File: config.mk
export PLATFORM = sky130hd
export DESIGN_NAME = alu_driver_flat
export DESIGN_NICKNAME = d
export VERILOG_FILES = /design/src/rtl/alu_driver_if.sv /design/src/rtl/alu_driver.sv /design/src/flat_wrapper.sv
export SDC_FILE = /design/constraint.sdc
export NUM_CORES = 1
export LEC_CHECK = 0
export CAP_MARGIN = 10
export CORE_MARGIN = 3
export CORE_UTILIZATION = 45
export DETAILED_ROUTE_END_ITERATION = 6
export PLACE_DENSITY = 0.88
export SLEW_MARGIN = 40
export SYNTH_ARGS = -nofsm -noshare
export SYNTH_HDL_FRONTEND = slang
export SYNTH_SLANG_ARGS = --single-unit
File: constraint.sdc
create_clock -name clk -period 2.95 [get_ports clk]
set_input_delay 0.295 -clock clk [delete_from_list [all_inputs] [get_ports clk]]
set_output_delay 0.295 -clock clk [all_outputs]
set_load 0.02 [all_outputs]
File: src/rtl/alu_driver_if.sv
// rtl/alu_driver_if.sv - request/response channel bundle between a requester and alu_driver
interface alu_driver_if;
  logic        req_valid;
  logic        req_ready;
  logic [1:0]  req_aluop;
  logic [5:0]  req_funct;
  logic [31:0] req_a;
  logic [31:0] req_b;
  logic        rsp_valid;
  logic        rsp_ready;
  logic [31:0] rsp_data;
  logic        rsp_zero;
  logic        rsp_err;

  modport master (
    output req_valid, req_aluop, req_funct, req_a, req_b, rsp_ready,
    input  req_ready, rsp_valid, rsp_data, rsp_zero, rsp_err
  );

  modport slave (
    input  req_valid, req_aluop, req_funct, req_a, req_b, rsp_ready,
    output req_ready, rsp_valid, rsp_data, rsp_zero, rsp_err
  );
endinterface

File: src/rtl/alu_driver.sv
// rtl/alu_driver.sv - request-side controller that decodes ALUOp/funct and sequences one ALU operation
module alu_driver #(
  parameter int CNT_W = 16
) (
  input  logic             clk,
  input  logic             rst_n,
  alu_driver_if.slave      bus,
  output logic [31:0]      alu_a,
  output logic [31:0]      alu_b,
  output logic [3:0]       alu_mode,
  input  logic [31:0]      alu_res,
  input  logic             alu_zero,
  output logic [CNT_W-1:0] op_count,
  output logic [CNT_W-1:0] err_count
);

  typedef enum logic [1:0] {
    IDLE = 2'd0,
    EXEC = 2'd1,
    CAPT = 2'd2,
    RESP = 2'd3
  } state_t;

  localparam logic [CNT_W-1:0] CNT_ONE = {{(CNT_W-1){1'b0}}, 1'b1};

  state_t      state_q;
  state_t      state_d;
  logic        accept;
  logic        dec_legal;
  logic [3:0]  dec_mode;
  logic [31:0] rsp_data_q;
  logic        rsp_zero_q;
  logic        rsp_err_q;

  assign bus.req_ready = (state_q == IDLE) && rst_n;
  assign bus.rsp_valid = (state_q == RESP);
  assign bus.rsp_data  = rsp_data_q;
  assign bus.rsp_zero  = rsp_zero_q;
  assign bus.rsp_err   = rsp_err_q;
  assign accept        = bus.req_valid && bus.req_ready;

  // Decode ALUOp/funct into the ALU mode; anything unlisted is flagged illegal.
  always_comb begin
    dec_mode  = 4'b0000;
    dec_legal = 1'b0;
    case (bus.req_aluop)
      2'b00: begin dec_mode = 4'b0010; dec_legal = 1'b1; end
      2'b01: begin dec_mode = 4'b0110; dec_legal = 1'b1; end
      2'b10: begin
        case (bus.req_funct)
          6'b100000: begin dec_mode = 4'b0010; dec_legal = 1'b1; end
          6'b100010: begin dec_mode = 4'b0110; dec_legal = 1'b1; end
          6'b100100: begin dec_mode = 4'b0000; dec_legal = 1'b1; end
          6'b100101: begin dec_mode = 4'b0001; dec_legal = 1'b1; end
          6'b100111: begin dec_mode = 4'b1100; dec_legal = 1'b1; end
          6'b101010: begin dec_mode = 4'b0111; dec_legal = 1'b1; end
          default:   begin dec_mode = 4'b0000; dec_legal = 1'b0; end
        endcase
      end
      default: begin dec_mode = 4'b0000; dec_legal = 1'b0; end
    endcase
  end

  // State register; reset abandons any in-flight operation.
  always_ff @(posedge clk) begin
    if (!rst_n) begin
      state_q <= IDLE;
    end else begin
      state_q <= state_d;
    end
  end

  // Next state: illegal requests skip the ALU and go straight to the response.
  always_comb begin
    state_d = state_q;
    case (state_q)
      IDLE: begin
        if (accept) begin
          state_d = dec_legal ? EXEC : RESP;
        end
      end
      EXEC: state_d = CAPT;
      CAPT: state_d = RESP;
      RESP: begin
        if (bus.rsp_ready) begin
          state_d = IDLE;
        end
      end
      default: state_d = IDLE;
    endcase
  end

  // Operand/mode registers change only on a legal accept so the ALU inputs stay quiet otherwise.
  always_ff @(posedge clk) begin
    if (!rst_n) begin
      alu_a    <= 32'd0;
      alu_b    <= 32'd0;
      alu_mode <= 4'b0000;
    end else if (accept && dec_legal) begin
      alu_a    <= bus.req_a;
      alu_b    <= bus.req_b;
      alu_mode <= dec_mode;
    end
  end

  // Response capture and debug counters; the response is only written on entry to RESP.
  always_ff @(posedge clk) begin
    if (!rst_n) begin
      rsp_data_q <= 32'd0;
      rsp_zero_q <= 1'b0;
      rsp_err_q  <= 1'b0;
      op_count   <= '0;
      err_count  <= '0;
    end else if (accept && !dec_legal) begin
      rsp_data_q <= 32'd0;
      rsp_zero_q <= 1'b0;
      rsp_err_q  <= 1'b1;
      err_count  <= err_count + CNT_ONE;
    end else if (state_q == CAPT) begin
      rsp_data_q <= alu_res;
      rsp_zero_q <= alu_zero;
      rsp_err_q  <= 1'b0;
      op_count   <= op_count + CNT_ONE;
    end
  end

endmodule

File: src/flat_wrapper.sv
// flat-port wrapper written by rule: the top's interface ports become plain ports
module alu_driver_flat 
#(
  parameter int CNT_W = 16
)
  (clk, rst_n, alu_a, alu_b, alu_mode, alu_res, alu_zero, op_count, err_count, bus_req_valid, bus_req_aluop, bus_req_funct, bus_req_a, bus_req_b, bus_rsp_ready, bus_req_ready, bus_rsp_valid, bus_rsp_data, bus_rsp_zero, bus_rsp_err);
  alu_driver_if bus_i ();
  input  logic clk;
  input  logic rst_n;
  output logic [31:0] alu_a;
  output logic [31:0] alu_b;
  output logic [3:0] alu_mode;
  input  logic [31:0] alu_res;
  input  logic alu_zero;
  output logic [CNT_W-1:0] op_count;
  output logic [CNT_W-1:0] err_count;
  input wire logic [$bits(bus_i.req_valid)-1:0] bus_req_valid;
  input wire logic [$bits(bus_i.req_aluop)-1:0] bus_req_aluop;
  input wire logic [$bits(bus_i.req_funct)-1:0] bus_req_funct;
  input wire logic [$bits(bus_i.req_a)-1:0] bus_req_a;
  input wire logic [$bits(bus_i.req_b)-1:0] bus_req_b;
  input wire logic [$bits(bus_i.rsp_ready)-1:0] bus_rsp_ready;
  output wire logic [$bits(bus_i.req_ready)-1:0] bus_req_ready;
  output wire logic [$bits(bus_i.rsp_valid)-1:0] bus_rsp_valid;
  output wire logic [$bits(bus_i.rsp_data)-1:0] bus_rsp_data;
  output wire logic [$bits(bus_i.rsp_zero)-1:0] bus_rsp_zero;
  output wire logic [$bits(bus_i.rsp_err)-1:0] bus_rsp_err;
  assign bus_i.req_valid = bus_req_valid;
  assign bus_i.req_aluop = bus_req_aluop;
  assign bus_i.req_funct = bus_req_funct;
  assign bus_i.req_a = bus_req_a;
  assign bus_i.req_b = bus_req_b;
  assign bus_i.rsp_ready = bus_rsp_ready;
  assign bus_req_ready = bus_i.req_ready;
  assign bus_rsp_valid = bus_i.rsp_valid;
  assign bus_rsp_data = bus_i.rsp_data;
  assign bus_rsp_zero = bus_i.rsp_zero;
  assign bus_rsp_err = bus_i.rsp_err;
  alu_driver #(.CNT_W(CNT_W)) u_core (.clk(clk), .rst_n(rst_n), .bus(bus_i), .alu_a(alu_a), .alu_b(alu_b), .alu_mode(alu_mode), .alu_res(alu_res), .alu_zero(alu_zero), .op_count(op_count), .err_count(err_count));
endmodule
==> run summary <==
CTS
----------------------------------------------------------------------------------------
Clock sink total                                                                     136
Max Buffers Root-to-Sink                                                               2
CTS Hold Bufs                                                                          0
Root buf cell                                                               sky130_fd_sc_hd__clkbuf_16
H-tree lvl count                                                                       4
Number of gates given a new drive strength after cts                                   0
Number of clock buffers inserted by TritonCTS                                         17
TritonCTS clock tree                                                                done
Post-CTS Repair Setup Buffers                                                          0
Skew-Pair Late Insertion Delay                                                   0.42 ns
Reg clk slew, reported paths                                                     0.05 ns

GRT
----------------------------------------------------------------------------------------
Via count of the first global-routing pass                                          4831
Number of antenna violations at the first check in global routing                      0
First-pass GRT wire length                                                       23.6 mm
GRT Overall Usage                                                                  0.227
Pin count of the biggest net entering global routing                                 134
Total congestion overflow after global routing                                         0

SYNTHESIS
----------------------------------------------------------------------------------------
Count of flip-flops with a built-in enable after synthesis                             0
Total standard cell area after synthesis                                       5370 um^2
Library cell occupying the most area in the post-synthesis netlist          sky130_fd_sc_hd__dfxtp_1
Net count after synthesis                                                            718
Most used DFF post-synth                                                    sky130_fd_sc_hd__dfxtp_1
Number of register bits inferred by synthesis                                        136
Post-synthesis sequential area ratio                                               0.507
Cells after synthesis                                                                603
Count of synthesis-stage warnings from yosys                                           0
Count of distinct cell types in the synthesized netlist                               42
Post-synth ARST share                                                                  0
Post-synthesis area per instance                                               8.90 um^2
Fraction of post-synthesis cell area in the top cell type by area                  0.507
Largest cells by area after synthesis                                       sky130_fd_sc_hd__dfxtp_1, sky130_fd_sc_hd__nand2_1, sky130_fd_sc_hd__mux2i_1

DETAILED ROUTING
----------------------------------------------------------------------------------------
Vias/cell                                                                           5.05
First-pass detailed-route iteration total                                              4
Antenna Nets Post-Route                                                                0
1st-iter DRT viols                                                                   262
Wire per inst                                                                    15.4 um
DRT Wirelength                                                                   15.3 mm
Total DRC errors in the routed layout                                                  0
Total vias in the final route                                                       5001

TIMING
----------------------------------------------------------------------------------------
Max-slew headroom                                                                  0.537
Min Tclk post-route                                                              2.26 ns
Unrepaired setup endpoints after global routing                                    false
Hold Fails Final Rpt                                                                   0
Final-report max-slew violation count                                                  0
Finish-stage setup viols                                                               0
Post-layout worst setup margin                                                  0.692 ns
Transition at the pin with the smallest max-transition slack                    0.694 ns
Sum Neg Setup Slack                                                                 0 ns
Portion of the clock cycle consumed by the worst path in the final layout          0.765
Smallest hold slack                                                             0.419 ns
Fmax                                                                           0.443 GHz
Clock skew                                                                    0.00751 ns

POWER AND IR DROP
----------------------------------------------------------------------------------------
Leakage power total                                                           0.00309 uW
Pwr dens                                                                     695 nW/um^2
Maximum vdd ir drop                                                               521 uV

FINISH
----------------------------------------------------------------------------------------
Final Cell Area                                                                8400 um^2
Area growth from synthesis to layout                                               56.5%
Fin nets                                                                             949
Share of post-route cells with drive strength above 1                             0.0484
Post-Route Utilization                                                             0.729
Number of inserted filler cells in the final layout                                  838
Inserted Diodes                                                                        0

PLACED DESIGN
----------------------------------------------------------------------------------------
Final HPWL DP                                                                    11.1 mm
Worst setup timing slack at the placement stage                                 0.359 ns
Routability congestion estimate                                                    0.796
Placement-stage cell area                                                      7800 um^2
Port buffer count                                                                    244

DIE
----------------------------------------------------------------------------------------
Area enclosed by the die boundary                                             13300 um^2
Effective utilization at floorplan                                                 0.466
Die Span X                                                                        115 um
Placeable core region                                                         11500 um^2
Die height                                                                        115 um
Row Count                                                                             39
I/O pins                                                                             245

RUN STATUS
----------------------------------------------------------------------------------------
Result of the run                                                           complete, no violations

WORST SETUP PATH
----------------------------------------------------------------------------------------
Data required time at the worst endpoint                                         3.26 ns
Crit Path Max Fanout                                                                  40
R2R cell count                                                                         7
Startpoint class of the critical path                                               flop
CP Capture Type                                                                     flop
Startpoint of the worst-slack reg-to-reg timing path                        u_core.state_q[0]$_SDFFE_PN0P_
R2R Setup Slk                                                                    0.69 ns
Crit. Startpoint                                                            u_core.state_q[0]$_SDFFE_PN0P_
Setup Crit Path Kind                                                        flop to flop
Worst setup path end                                                        u_core.op_count[12]$_SDFFE_PN0P_
Endpoint arrival time on the critical path                                       2.57 ns
Critical R2R Capture                                                        u_core.op_count[12]$_SDFFE_PN0P_

HOLD PATH
----------------------------------------------------------------------------------------
Min-Delay Startpoint                                                        bus_req_a[21]
Hold WC Path Type                                                           input port to flop

FLOW RUN
----------------------------------------------------------------------------------------
Max-cap violation count                                                                0

==> state kept, by name (all words and copies together) (netlist names) <==
name,count
u_core.bus.rsp_err,1
u_core.alu_b,32
u_core.alu_a,32
u_core.alu_mode,4
u_core.op_count,16
u_core.bus.rsp_zero,1
u_core.bus.rsp_data,32
u_core.state_q,2
u_core.err_count,16
==> layout by cell type (no fill, tap or decap), types with 3 or more instances in the layout <==
master	count
sky130_fd_sc_hd__and4_1	3
sky130_fd_sc_hd__mux2i_1	37
sky130_fd_sc_hd__inv_1	5
sky130_fd_sc_hd__o21ai_0	55
sky130_fd_sc_hd__nand3_1	9
sky130_fd_sc_hd__nor3_1	4
sky130_fd_sc_hd__xnor2_1	16
sky130_fd_sc_hd__a21oi_1	5
sky130_fd_sc_hd__clkbuf_16	17
sky130_fd_sc_hd__o21ai_1	16
sky130_fd_sc_hd__nor2_1	42
sky130_fd_sc_hd__ha_1	5
sky130_fd_sc_hd__o31ai_1	3
sky130_fd_sc_hd__clkinv_2	3
sky130_fd_sc_hd__or3_1	3
sky130_fd_sc_hd__and2_1	25
sky130_fd_sc_hd__clkbuf_1	3
sky130_fd_sc_hd__nand4_1	12
sky130_fd_sc_hd__and3_1	4
sky130_fd_sc_hd__nand2_1	147
sky130_fd_sc_hd__clkbuf_8	5
sky130_fd_sc_hd__nor2b_1	8
sky130_fd_sc_hd__dfxtp_1	136
sky130_fd_sc_hd__buf_4	4
sky130_fd_sc_hd__clkdlybuf4s50_1	243
sky130_fd_sc_hd__xor2_1	9
==> logic make-up after synthesis <==
family	Yosys count	share of synthesized area
muxes	38	0.0711
DFF	136	0.507
adders and majority gates	6	0.0140
buffers and inverters	41	0.0462
xor gates and xnor gates	25	0.0408
and+or+nand+nor	267	0.227
AOI/OAI and AO/OA	90	0.0933
==> per-layer routing <==
| metal | track usage | share of wire | up-vias |
|---|---|---|---|
| met1 | 0.249 | 0.39 | 2339 |
| li1 | - | - | 2463 |
| met4 | 0.110 | 0.030 | 0 |
| met5 | 0 | 0 | - |
| met3 | 0.0821 | 0.067 | 38 |
| met2 | 0.389 | 0.51 | 161 |
==> cells in the mapped netlist (2+ instances only) <==
master	instances
sky130_fd_sc_hd__o21ai_1	16
sky130_fd_sc_hd__dfxtp_1	136
sky130_fd_sc_hd__clkbuf_2	2
sky130_fd_sc_hd__nand3_1	9
sky130_fd_sc_hd__nand3b_1	2
sky130_fd_sc_hd__buf_6	12
sky130_fd_sc_hd__nor3_1	4
sky130_fd_sc_hd__o21ai_0	55
sky130_fd_sc_hd__mux2i_1	37
sky130_fd_sc_hd__o211ai_1	2
sky130_fd_sc_hd__or3_1	3
sky130_fd_sc_hd__nor2_1	42
sky130_fd_sc_hd__nand2_1	147
sky130_fd_sc_hd__a21oi_1	5
sky130_fd_sc_hd__and4_1	3
sky130_fd_sc_hd__xor2_1	9
sky130_fd_sc_hd__ha_1	6
sky130_fd_sc_hd__clkbuf_1	21
sky130_fd_sc_hd__a21boi_0	2
sky130_fd_sc_hd__nand4b_1	2
sky130_fd_sc_hd__o31ai_1	3
sky130_fd_sc_hd__and2_1	25
sky130_fd_sc_hd__xnor2_1	16
sky130_fd_sc_hd__nand4_1	12
sky130_fd_sc_hd__and3_1	4
sky130_fd_sc_hd__inv_1	5
sky130_fd_sc_hd__nor2b_1	8
==> through the flow <==
stage / power (uW) / cells
2_1_floorplan: 3070 / 603
3_3_place_gp: 3710 / 958
3_5_place_dp: 3760 / 958
4_1_cts: 5890 / 990
5_1_grt: 6090 / 990
6_report: 5840 / 990
==> worst min path at each step <==
| stage | slack (ns) | cells after the start | to |
|---|---|---|---|
| 2_1_floorplan | 0.40 | 2 | u_core.alu_a[0]$_SDFFE_PN0P_ |
| 3_3_place_gp | 0.44 | 2 | u_core.alu_a[24]$_SDFFE_PN0P_ |
| 3_5_place_dp | 0.44 | 2 | u_core.alu_a[12]$_SDFFE_PN0P_ |
| 4_1_cts | 0.40 | 3 | u_core.alu_a[14]$_SDFFE_PN0P_ |
| 5_1_grt | 0.41 | 3 | u_core.alu_a[14]$_SDFFE_PN0P_ |
| 6_report | 0.42 | 3 | u_core.alu_a[21]$_SDFFE_PN0P_ |
==> critical path: stages (launching register included) <==
cell and delay (ns):
sky130_fd_sc_hd__dfxtp_1 0.32, sky130_fd_sc_hd__inv_1 0.11, sky130_fd_sc_hd__ha_2 0.19, sky130_fd_sc_hd__buf_4 0.52
sky130_fd_sc_hd__nand4_1 0.38, sky130_fd_sc_hd__nor3_1 0.36, sky130_fd_sc_hd__xor2_1 0.10, sky130_fd_sc_hd__and2_1 0.16
==> area by class of cell <==
| type | count | area [um^2] | share of cell area |
|---|---|---|---|
| well taps | 143 | 179 | 0.0213 |
| clock inverters | 7 | 90.1 | 0.0107 |
| inverters | 5 | 18.8 | 0.00224 |
| multi-input cells | 426 | 2400 | 0.286 |
| flip-flops and latches | 136 | 2720 | 0.324 |
| repair buffers | 248 | 2480 | 0.296 |
| clock buffers | 25 | 505 | 0.0602 |
==> power breakdown <==
part | internal (uW) | leakage, uW | switching [uW]
clock | 1350 | 0.000289 | 759
sequential | 2070 | 0.00111 | 130
combinational | 747 | 0.00170 | 782
Power figures use the tool's default switching activity.
